**src/rtl/cla_nibble_seq.sv**
```systemverilog
// Sequential W-bit adder that reuses an external 4-bit CLA slice, one nibble per cycle, LSB first.
// Optional signed-overflow output res_ovf is built when CLA_NIBBLE_SEQ_OVF_EN is defined.
//
// state | meaning
// IDLE  | waiting for an operand pair; in_ready high
// RUN   | one nibble through the slice per cycle
// DONE  | result held; out_valid high until out_ready
module cla_nibble_seq #(
  parameter int NIBBLES = 4
) (
  input  logic                   clk,
  input  logic                   rst,
  input  logic                   in_valid,
  output logic                   in_ready,
  input  logic [4*NIBBLES-1:0]   op_a,
  input  logic [4*NIBBLES-1:0]   op_b,
  input  logic                   op_cin,
  output logic [3:0]             add_a,
  output logic [3:0]             add_b,
  output logic                   add_cin,
  input  logic [3:0]             add_sum,
  input  logic                   add_cout,
  output logic                   out_valid,
  input  logic                   out_ready,
  output logic [4*NIBBLES-1:0]   res_sum,
  output logic                   res_cout
`ifdef CLA_NIBBLE_SEQ_OVF_EN
  ,
  output logic                   res_ovf
`endif
);

  localparam int W  = 4 * NIBBLES;
  localparam int CW = $clog2(NIBBLES);
  localparam logic [CW-1:0] LAST = CW'(NIBBLES - 1);

  localparam logic [1:0] IDLE = 2'd0;
  localparam logic [1:0] RUN  = 2'd1;
  localparam logic [1:0] DONE = 2'd2;

  logic [1:0]    state_q, state_d;
  logic [CW-1:0] cnt_q, cnt_d;
  logic [W-1:0]  a_q, a_d, b_q, b_d, sum_q, sum_d;
  logic          cin_q, cin_d, carry_q, carry_d, cout_q, cout_d;
  logic [CW+1:0] base;

  assign base = {cnt_q, 2'b00};

`ifdef CLA_NIBBLE_SEQ_OVF_EN
  logic ovf_q, ovf_d;
  assign res_ovf = ovf_q;
`endif

  always_comb begin
    state_d = state_q;
    cnt_d   = cnt_q;
    a_d     = a_q;
    b_d     = b_q;
    cin_d   = cin_q;
    carry_d = carry_q;
    sum_d   = sum_q;
    cout_d  = cout_q;
    add_a   = '0;
    add_b   = '0;
    add_cin = 1'b0;
`ifdef CLA_NIBBLE_SEQ_OVF_EN
    ovf_d   = ovf_q;
`endif
    case (state_q)
      IDLE: begin
        if (in_valid) begin
          a_d     = op_a;
          b_d     = op_b;
          cin_d   = op_cin;
          cnt_d   = '0;
          state_d = RUN;
        end
      end
      RUN: begin
        add_a   = a_q[base +: 4];
        add_b   = b_q[base +: 4];
        add_cin = (cnt_q == '0) ? cin_q : carry_q;
        sum_d[base +: 4] = add_sum;
        carry_d = add_cout;
        cnt_d   = cnt_q + 1'b1;
        if (cnt_q == LAST) begin
          cout_d  = add_cout;
          // the top nibble's MSB is add_sum[3] on this cycle
`ifdef CLA_NIBBLE_SEQ_OVF_EN
          ovf_d   = (a_q[W-1] == b_q[W-1]) && (add_sum[3] != a_q[W-1]);
`endif
          state_d = DONE;
        end
      end
      DONE: begin
        if (out_ready) state_d = IDLE;
      end
      default: state_d = IDLE;
    endcase
  end

  always_ff @(posedge clk) begin
    if (rst) begin
      state_q <= IDLE;
      cnt_q   <= '0;
      a_q     <= '0;
      b_q     <= '0;
      cin_q   <= 1'b0;
      carry_q <= 1'b0;
      sum_q   <= '0;
      cout_q  <= 1'b0;
`ifdef CLA_NIBBLE_SEQ_OVF_EN
      ovf_q   <= 1'b0;
`endif
    end else begin
      state_q <= state_d;
      cnt_q   <= cnt_d;
      a_q     <= a_d;
      b_q     <= b_d;
      cin_q   <= cin_d;
      carry_q <= carry_d;
      sum_q   <= sum_d;
      cout_q  <= cout_d;
`ifdef CLA_NIBBLE_SEQ_OVF_EN
      ovf_q   <= ovf_d;
`endif
    end
  end

  assign in_ready  = (state_q == IDLE);
  assign out_valid = (state_q == DONE);
  assign res_sum   = sum_q;
  assign res_cout  = cout_q;

endmodule

```
**config.mk**
```make
export PLATFORM = sky130hd
export DESIGN_NAME = cla_nibble_seq
export DESIGN_NICKNAME = d
export VERILOG_FILES = /design/src/rtl/cla_nibble_seq.sv
export SDC_FILE = /design/constraint.sdc
export NUM_CORES = 1
export LEC_CHECK = 0
export ABC_CLOCK_PERIOD_IN_PS = 1850
export BUFFER_PORTS_ARGS = -buffer_cell sky130_fd_sc_hd__buf_4
export CAP_MARGIN = 0
export CORE_ASPECT_RATIO = 0.5
export CORE_MARGIN = 3
export CORE_UTILIZATION = 35
export CTS_BUF_LIST = sky130_fd_sc_hd__clkbuf_4 sky130_fd_sc_hd__clkbuf_8 sky130_fd_sc_hd__clkbuf_16
export CTS_CLUSTER_SIZE = 16
export DETAILED_ROUTE_END_ITERATION = 10
export GPL_ROUTABILITY_DRIVEN = 0
export PLACE_DENSITY = 0.57
export RECOVER_POWER = 25
export SYNTH_ARGS = -nofsm -noshare
export SYNTH_HDL_FRONTEND = slang
export SYNTH_SLANG_ARGS = --single-unit
```
**constraint.sdc**
```tcl
create_clock -name clk -period 1.85 [get_ports clk]
set_clock_uncertainty 0.2 [all_clocks]
set_input_delay 0.37 -clock clk [delete_from_list [all_inputs] [get_ports clk]]
set_output_delay 0.37 -clock clk [all_outputs]
set_load 0.005 [all_outputs]
```
==> results_dict.tcl, run 1 <==
set metrics [dict create \
    synth.area.top_cells "dfxtp_1 44%, nand2_1 12%, a21oi_1 11%" \
    cp.required_ns 1.28 \
    cp_num_cells 4 \
    power_density_nw_per_um2 778.4 \
    grt-ovfl-total 0 \
    path_buf_inv 2 \
    r2r_start "cnt_q[0]$_SDFFE_PP0P_" \
    slew_headroom_pct 60.85 \
    wl_per_cell_um 13.97 \
    via_per_inst 4.837 \
    worst_hold_path_type "in -> reg" \
    cts_tree "yes" \
    drive_above_1_share_pct 37.46 \
    tns_ns -2.415 \
    synth_top_area_share_pct 43.69 \
    dp_cells 431 \
    start_util_pct 36.89 \
    drt-initial-drc-count 97 \
    instances_no_fill 447 \
    nNetsFinal 401 \
    core_um2 6832 \
    post-place-ws_ns -0.1024 \
    num_rows 21 \
    drc 0 \
    n_antenna_cell 0 \
    synth_top_area_cell "dfxtp_1" \
    finish.utilization_pct 50.18 \
    chipWidth_um 126 \
    hpwl_um 4429 \
    hold_viol_final 0 \
    postRouteAntennaNets 0 \
    violations "negative setup slack" \
    cts.reportedPaths.clkPinSlew_ns 0.07 \
    wirelength_um 6243 \
    syn_inst 279 \
    synth_most_common_cell "nand2_1" \
    grt_pass1_wl_um 10160 \
    final.setup.worst_slack_ns -0.2641 \
    cp_cell_sequence "buf_12, mux4_2, nor2b_4, buf_6" \
    r2r-end "res_sum[10]$_SDFFE_PP0P_" \
    ys.flop_type "dfxtp_1" \
    critical_path_class "reg -> out" \
    power_mw 2.668 \
    path_delay_family "multiplexers" \
    tightest_slew_ns 0.5873 \
    synth_area_um2 2520 \
    min_path_cells 3 \
    syn-num-nets 326 \
    ctsHoldBuffers 0 \
    num_vias 2162 \
    io-pin-count 70 \
    min_period_ns 2.114 \
    p_leak_nw 1.325 \
    hold_end "b_q[9]$_SDFFE_PP0P_" \
    synth_warnings 0 \
    h-tree-depth 2 \
    die_h_um 66 \
    max-vdd-ir-drop_mv 0.3888 \
    reg2reg_slack_ns -0.08 \
    crit_slowest_cell "mux4_2" \
    track_usage_pct 15.27 \
    area_growth_pct 36.05 \
    grt_start_max_net_pins 56 \
    worstPathArrival_ns 1.54 \
    portBuffers 69 \
    yosysSeqAreaShare_pct 43.69 \
    end_kind "primary output" \
    rsz0062_at_grt "yes" \
    slew_violations 0 \
    synth_common_cells "80 x nand2_1, 55 x dfxtp_1, 53 x a21oi_1, 14 x nand3_1" \
    die_area_um2 8316 \
    postSynth.asyncResetShare_pct 0 \
    grt_pass1_vias 2036 \
    synth_edf_count 0 \
    r2r_cells 8 \
    slowest_delay_ns 0.50 \
    period_share_pct 114.3 \
    synth_seq_cells 55 \
    clock-sinks 55 \
    ys_types 27 \
    min_from "op_b[9]" \
    cap_violations 0 \
    cts_root_buffer "clkbuf_16" \
    cp-start-kind "flop" \
    outcome "finished with violations" \
    cts_buffers 5 \
    synth_area_per_cell_um2 9.032 \
    cts.path.max_buffers 2 \
    setup_viol_count_final 15 \
    crit_fanout 5 \
    timing.fmax_ghz 0.4730 \
    drtPass1Iterations 4 \
    clock_latency_ns 0.29 \
    antenna_found_initial 0 \
]
-- metal layers --
layer	up-vias	part of all wire, %	track usage (%)
li1	1102	-	-
met1	996	48	21.20
met2	55	45	23.41
met3	9	5.7	4.113
met4	0	1.3	4.412
met5	-	0	0
-- metrics by stage --
| step | hold slack (ns) | instance area, um^2 |
|---|---|---|
| floorplan | 0.2315 | 2520 |
| detailed placement | 0.2422 | 3104 |
| finish | 0.1160 | 3428 |
| global placement | 0.2407 | 3104 |
| CTS | 0.1160 | 3352 |
| global route | 0.1127 | 3428 |
-- state kept, by name (all words and copies together), names as in the netlist --
name	flops
cin_q	1
res_sum	16
res_cout	1
carry_q	1
b_q	16
a_q	16
cnt_q	2
state_q	2
-- report_power, final --
part | leakage [nW] | internal (mW) | total (mW) | switching (mW)
Sequential | 0.451 | 1.24 | 1.27 | 0.0338
Combinational | 0.808 | 0.235 | 0.440 | 0.205
Clock | 0.0664 | 0.507 | 0.955 | 0.448
Total | 1.32 | 1.98 | 2.67 | 0.687
-- worst max-delay path by stage --
stage / start / to / slack (ns)
finish: cnt_q[0]$_SDFFE_PP0P_ / add_a[3] / -0.26
global route: cnt_q[0]$_SDFFE_PP0P_ / add_a[3] / -0.33
CTS: cnt_q[0]$_SDFFE_PP0P_ / add_b[1] / -0.27
detailed placement: cnt_q[0]$_SDFFE_PP0P_ / add_a[3] / -0.10
global placement: cnt_q[0]$_SDFFE_PP0P_ / add_a[3] / -0.07
floorplan: cnt_q[0]$_SDFFE_PP0P_ / res_sum[14]$_SDFFE_PP0P_ / 0.01
-- final cells by class --
class,instances,area (um^2)
fillers,695,3403
multi-input cells,201,1326
flip-flops and latches,55,1106
repair buffers,89,719.4
clock buffers,5,125.1
well taps,92,115.1
clock inverters,3,23.77
inverters,2,12.51
-- cell usage in the layout, fill, tap and decap left out, types with 2 or more instances in the layout --
cell type	instances
a21oi_1	47
a21oi_2	6
and3b_1	3
buf_12	2
buf_4	64
buf_6	8
clkbuf_16	5
clkbuf_4	14
clkinvlp_4	2
dfxtp_1	53
ha_1	3
ha_4	2
inv_6	2
mux4_2	8
nand2_1	80
nand2b_1	7
nand3_1	11
nand3_2	3
nand3b_1	4
nand4_1	4
nor2_1	3
nor2_2	2
nor2b_1	2
nor2b_4	6
nor4b_4	2
-- worst min-delay path, delay by kind of cell --
kind,cells,cell delay (ns)
compound gates,1,0.05
simple gates,1,0.04
buf+inv,1,0.10
-- cell families after synthesis --
kind of cell / after synthesis / synth area share [%]
AO/OA/AOI/OAI: 54 / 10.82
adder cells (fa/ha/maj): 5 / 2.483
buffers and inverters: 23 / 6.803
flip-flops: 55 / 43.69
multiplexers: 10 / 8.540
AND/OR/NAND/NOR: 132 / 27.66
-- timing repair --
action                                  CTS  global route
pin swaps                                 1            13
endpoints found under the setup margin   12            21
setup buffers                             5             4
gates resized for setup                  25            16
(Power assumes the default switching activity.)
==> run 2, diff against run 1 <==
--- a/config.mk
+++ b/config.mk
@@ -5,17 +5,16 @@
 export SDC_FILE = /design/constraint.sdc
 export NUM_CORES = 1
 export LEC_CHECK = 0
-export ABC_CLOCK_PERIOD_IN_PS = 1850
+export ABC_CLOCK_PERIOD_IN_PS = 2000
 export BUFFER_PORTS_ARGS = -buffer_cell sky130_fd_sc_hd__buf_4
 export CAP_MARGIN = 0
 export CORE_ASPECT_RATIO = 0.5
-export CORE_MARGIN = 3
 export CORE_UTILIZATION = 35
 export CTS_BUF_LIST = sky130_fd_sc_hd__clkbuf_4 sky130_fd_sc_hd__clkbuf_8 sky130_fd_sc_hd__clkbuf_16
 export CTS_CLUSTER_SIZE = 16
 export DETAILED_ROUTE_END_ITERATION = 10
 export GPL_ROUTABILITY_DRIVEN = 0
-export PLACE_DENSITY = 0.57
+export PLACE_DENSITY = 0.65
 export RECOVER_POWER = 25
 export SYNTH_ARGS = -nofsm -noshare
 export SYNTH_HDL_FRONTEND = slang
==> constraint.sdc (replaced) <==
create_clock -name clk -period 2 [get_ports clk]
set_clock_uncertainty 0.2 [all_clocks]
set_input_delay 0.4 -clock clk [delete_from_list [all_inputs] [get_ports clk]]
set_output_delay 0.4 -clock clk [all_outputs]
set_load 0.005 [all_outputs]
==> results_dict.tcl, run 2 (synthesized netlist as in run 1, its figures left out) <==
set metrics [dict create \
    rsz0062_at_grt "yes" \
    place_area_um2 3072 \
    post-place-ws_ns 0.1020 \
    clock_latency_ns 0.29 \
    chipWidth_um 122 \
    final.setup.worst_slack_ns -0.1297 \
    num-fill-cells 663 \
    critical_path_class "reg -> out" \
    drive_above_1_share_pct 31.41 \
    die_h_um 62 \
    min_period_ns 2.130 \
    reg2reg_slack_ns 0.13 \
    fin_area_um2 3286 \
    hold_end "carry_q$_SDFFE_PP0P_" \
    cts_root_buffer "clkbuf_16" \
    cts.path.max_buffers 2 \
    grt_start_max_net_pins 56 \
    cp.required_ns 1.40 \
    holdWs_ns 0.1557 \
    clock-sinks 55 \
    cts.reportedPaths.clkPinSlew_ns 0.07 \
    power_mw 2.540 \
    instances_no_fill 439 \
    h-tree-depth 2 \
    regArea_um2 1102 \
    tightest_slew_ns 0.5529 \
    worst_hold_path_type "in -> reg" \
    n_antenna_cell 0 \
    p_leak_nw 1.296 \
    slew_violations 0 \
    drt-initial-drc-count 155 \
    power_density_nw_per_um2 772.9 \
    r2r_start "cnt_q[0]$_SDFFE_PP0P_" \
    cp-start-kind "flop" \
    antenna_found_initial 0 \
    hold_viol_final 0 \
    core_um2 6832 \
    area_growth_pct 30.39 \
    io-pin-count 70 \
    die_area_um2 7564 \
    drc 0 \
    r2r_cells 7 \
    dp_cells 430 \
    drtPass1Iterations 4 \
    r2r-end "res_sum[14]$_SDFFE_PP0P_" \
    period_share_pct 106.5 \
    timing.fmax_ghz 0.4695 \
    worstPathArrival_ns 1.53 \
    violations "negative setup slack" \
    crit_fanout 6 \
    min_from "add_cout" \
    hpwl_um 3920 \
    grt_pass1_wl_um 8804 \
    wirelength_um 5653 \
    via_per_inst 4.768 \
    layout_commonest_cell "nand2_1" \
    min_path_cells 3 \
    start_util_pct 36.89 \
    postRouteAntennaNets 0 \
    final_cell_mix "80 x nand2_1, 56 x buf_4, 54 x dfxtp_1, 53 x a21oi_1, 16 x clkbuf_4" \
    grt-ovfl-total 0 \
    max-vdd-ir-drop_mv 0.3235 \
    portBuffers 69 \
    outcome "finished with violations" \
    slew_headroom_pct 63.14 \
    cts_tree "yes" \
    wl_per_cell_um 12.88 \
    num_vias 2093 \
    multi_input_area_um2 1252 \
    nNetsFinal 393 \
    setup_viol_count_final 9 \
    grt_pass1_vias 1816 \
    end_kind "primary output" \
    num_rows 21 \
    track_usage_pct 15.13 \
    cap_violations 0 \
    cts_buffers 5 \
]
==> run 2: worst max-delay path by stage <==
stage | startpoint | to | slack, ns | cells after the start
finish | cnt_q[0]$_SDFFE_PP0P_ | add_b[1] | -0.13 | 4
global route | cnt_q[0]$_SDFFE_PP0P_ | add_b[1] | -0.19 | 4
CTS | cnt_q[0]$_SDFFE_PP0P_ | add_b[2] | -0.13 | 4
detailed placement | cnt_q[0]$_SDFFE_PP0P_ | add_a[3] | 0.10 | 4
global placement | cnt_q[0]$_SDFFE_PP0P_ | add_b[1] | 0.11 | 4
floorplan | cnt_q[0]$_SDFFE_PP0P_ | add_cin | 0.14 | 7
==> run 2: what timing repair did <==
action	4_1_cts	5_1_grt
setup buffers	1	0
hold buffers	0	0
resized for setup	15	3
endpoints found under the setup margin	9	13
pin swaps	0	1
==> run 2: report_power, final <==
part / switching [mW] / leakage [nW] / internal, mW
Combinational: 0.175 / 0.759 / 0.185
Sequential: 0.0302 / 0.450 / 1.15
Clock: 0.380 / 0.0868 / 0.623
Total: 0.585 / 1.30 / 1.96
==> run 2: area by class of cell <==
cell class	instances	share of cell area [%]
clock buffers	6	4.227
flip-flops and latches	55	33.55
well taps	92	3.503
multi-input cells	201	38.12
clock inverters	2	1.066
inverters	2	0.2285
repair buffers	81	19.31
==> run 2: through the flow <==
stage,setup TNS (ns),utilization [%]
floorplan,0,-
global placement,0,44.96
detailed placement,0,44.96
CTS,-1.064,47.95
global route,-1.487,48.10
finish,-0.9769,48.10
==> run 2: worst max-delay path: stages (launching register included) <==
cell,delay (ns)
dfxtp_2,0.34
buf_6,0.14
mux4_2,0.49
nor2b_1,0.14
buf_4,0.13
==> run 2: metal layers <==
metal | global-route usage [%] | part of all wire [%]
met3 | 3.011 | 4.2
met4 | 4.233 | 0.69
met2 | 24.05 | 47
met1 | 21.19 | 48
met5 | 0 | 0
==> run 3, diff against run 2 <==
--- a/config.mk
+++ b/config.mk
@@ -5,7 +5,7 @@
 export SDC_FILE = /design/constraint.sdc
 export NUM_CORES = 1
 export LEC_CHECK = 0
-export ABC_CLOCK_PERIOD_IN_PS = 2000
+export ABC_CLOCK_PERIOD_IN_PS = 2450
 export BUFFER_PORTS_ARGS = -buffer_cell sky130_fd_sc_hd__buf_4
 export CAP_MARGIN = 0
 export CORE_ASPECT_RATIO = 0.5
==> constraint.sdc (replaced) <==
create_clock -name clk -period 2.45 [get_ports clk]
set_clock_uncertainty 0.2 [all_clocks]
set_input_delay 0.49 -clock clk [delete_from_list [all_inputs] [get_ports clk]]
set_output_delay 0.49 -clock clk [all_outputs]
set_load 0.005 [all_outputs]
==> results_dict.tcl, run 3 (synthesized netlist as in run 1, its figures left out) <==
set metrics [dict create \
    outcome "complete, no violations" \
    nNetsFinal 388 \
    crit_slowest_cell "mux4_1" \
    worstPathArrival_ns 1.65 \
    grt_pass1_vias 2036 \
    power.share.clock_pct 39.6 \
    wl_per_cell_um 12.94 \
    cts_root_buffer "clkbuf_16" \
    hpwl_um 4015 \
    worst_hold_path_type "in -> reg" \
    final_cell_mix "80 x nand2_1, 58 x buf_4, 55 x dfxtp_1, 53 x a21oi_1, 16 x clkbuf_4" \
    drc 0 \
    p_int_mw 1.557 \
    num_rows 21 \
    tns_ns 0 \
    drtPass1Iterations 4 \
    multi_input_area_um2 1250 \
    num-fill-cells 684 \
    start_util_pct 36.89 \
    cpMostUsedCell "buf_4" \
    critical_path_class "reg -> out" \
    cp.required_ns 1.76 \
    seq_power_share_pct 47.1 \
    h-tree-depth 2 \
    cp-start-kind "flop" \
    cp_cell_sequence "buf_4, mux4_1, nor2b_1, buf_4" \
    via_per_inst 4.917 \
    portBuffers 69 \
    crit_fanout 5 \
    slowest_delay_ns 0.55 \
    setup_viol_count_final 0 \
    combPwrFrac_pct 13.3 \
    cap_violations 0 \
    postRouteAntennaNets 0 \
    cts_buffers 5 \
    ctsHoldBuffers 0 \
    post-place-ws_ns 0.3059 \
    cts_tree "yes" \
    num_vias 2134 \
    final.setup.worst_slack_ns 0.1096 \
    grt-ovfl-total 0 \
    slew_violations 0 \
    p_leak_nw 1.283 \
    rsz0062_at_grt "no" \
    grt_pass1_wl_um 8983 \
    period_share_pct 95.53 \
    end_kind "primary output" \
    cts_resized 1 \
    antenna_found_initial 0 \
    max-vdd-ir-drop_mv 0.3090 \
    p_sw_mw 0.4849 \
    die_area_um2 7564 \
    slew_headroom_pct 55.61 \
    drt-initial-drc-count 98 \
    io-pin-count 70 \
    n_antenna_cell 0 \
    finish.utilization_pct 47.03 \
    core_um2 6832 \
    layout_commonest_cell "nand2_1" \
    clock_latency_ns 0.29 \
    regArea_um2 1101 \
    die_h_um 62 \
    power_density_nw_per_um2 635.4 \
    path_buf_inv 2 \
    cts_setup_buffers 0 \
    timing.fmax_ghz 0.4273 \
    wirelength_um 5618 \
    chipWidth_um 122 \
    cts.reportedPaths.clkPinSlew_ns 0.07 \
    power_mw 2.042 \
    drive_above_1_share_pct 28.07 \
    switching_share_pct 23.75 \
    path_delay_family "multiplexers" \
    cts.path.max_buffers 2 \
    clock-sinks 55 \
    area_growth_pct 27.51 \
    grt_start_max_net_pins 56 \
    track_usage_pct 15.35 \
    min_period_ns 2.340 \
    tightest_slew_ns 0.6659 \
    hold_viol_final 0 \
]
[run 3: worst min-delay path: stages]
cell	delay, ns
buf_4	0.11
nand2_1	0.04
a21oi_1	0.05
[run 3: routing by layer]
| layer | part of all wire, % | vias to the layer above | GRT usage, % |
|---|---|---|---|
| met2 | 48 | 35 | 28.25 |
| li1 | - | 1075 | - |
| met1 | 46 | 1013 | 18.04 |
| met3 | 3.9 | 11 | 3.376 |
| met4 | 1.7 | 0 | 6.173 |
| met5 | 0 | - | 0 |
[run 3: power groups by stage]
stage	clock, mW	combinational, mW	sequential (mW)
floorplan	0	0.194	0.972
global placement	0	0.268	0.979
detailed placement	0	0.273	0.982
CTS	0.822	0.275	0.961
global route	0.848	0.301	0.967
finish	0.808	0.272	0.962
[run 3: final timing paths]
kind                            slack (ns)                     from             endpoint  cells after the start
worst max-delay path                  0.11    cnt_q[0]$_SDFFE_PP0P_             add_a[3]                      4
worst min-delay path                  0.24                  op_b[4]  b_q[4]$_SDFFE_PP0P_                      3
worst max register to register        0.38  state_q[0]$_SDFFE_PP0P_  b_q[8]$_SDFFE_PP0P_                      4
worst min register to register        0.25      b_q[3]$_SDFFE_PP0P_  b_q[3]$_SDFFE_PP0P_                      2
[run 3: metrics by stage]
step,hold WS [ns],cells,cell area [um^2]
after floorplan,0.2315,279,2520
after global placement,0.2385,426,3042
after detailed placement,0.2452,426,3042
after CTS,0.2374,434,3213
after global routing,0.2367,434,3213
final,0.2385,434,3213
[run 3: final cells by class]
type,count,share of cell area (%)
multi-input cells,201,38.90
well taps,92,3.583
clock buffers,5,3.894
flip-flops and latches,55,34.27
inverters,2,0.2336
repair buffers,76,17.76
clock inverters,3,1.363
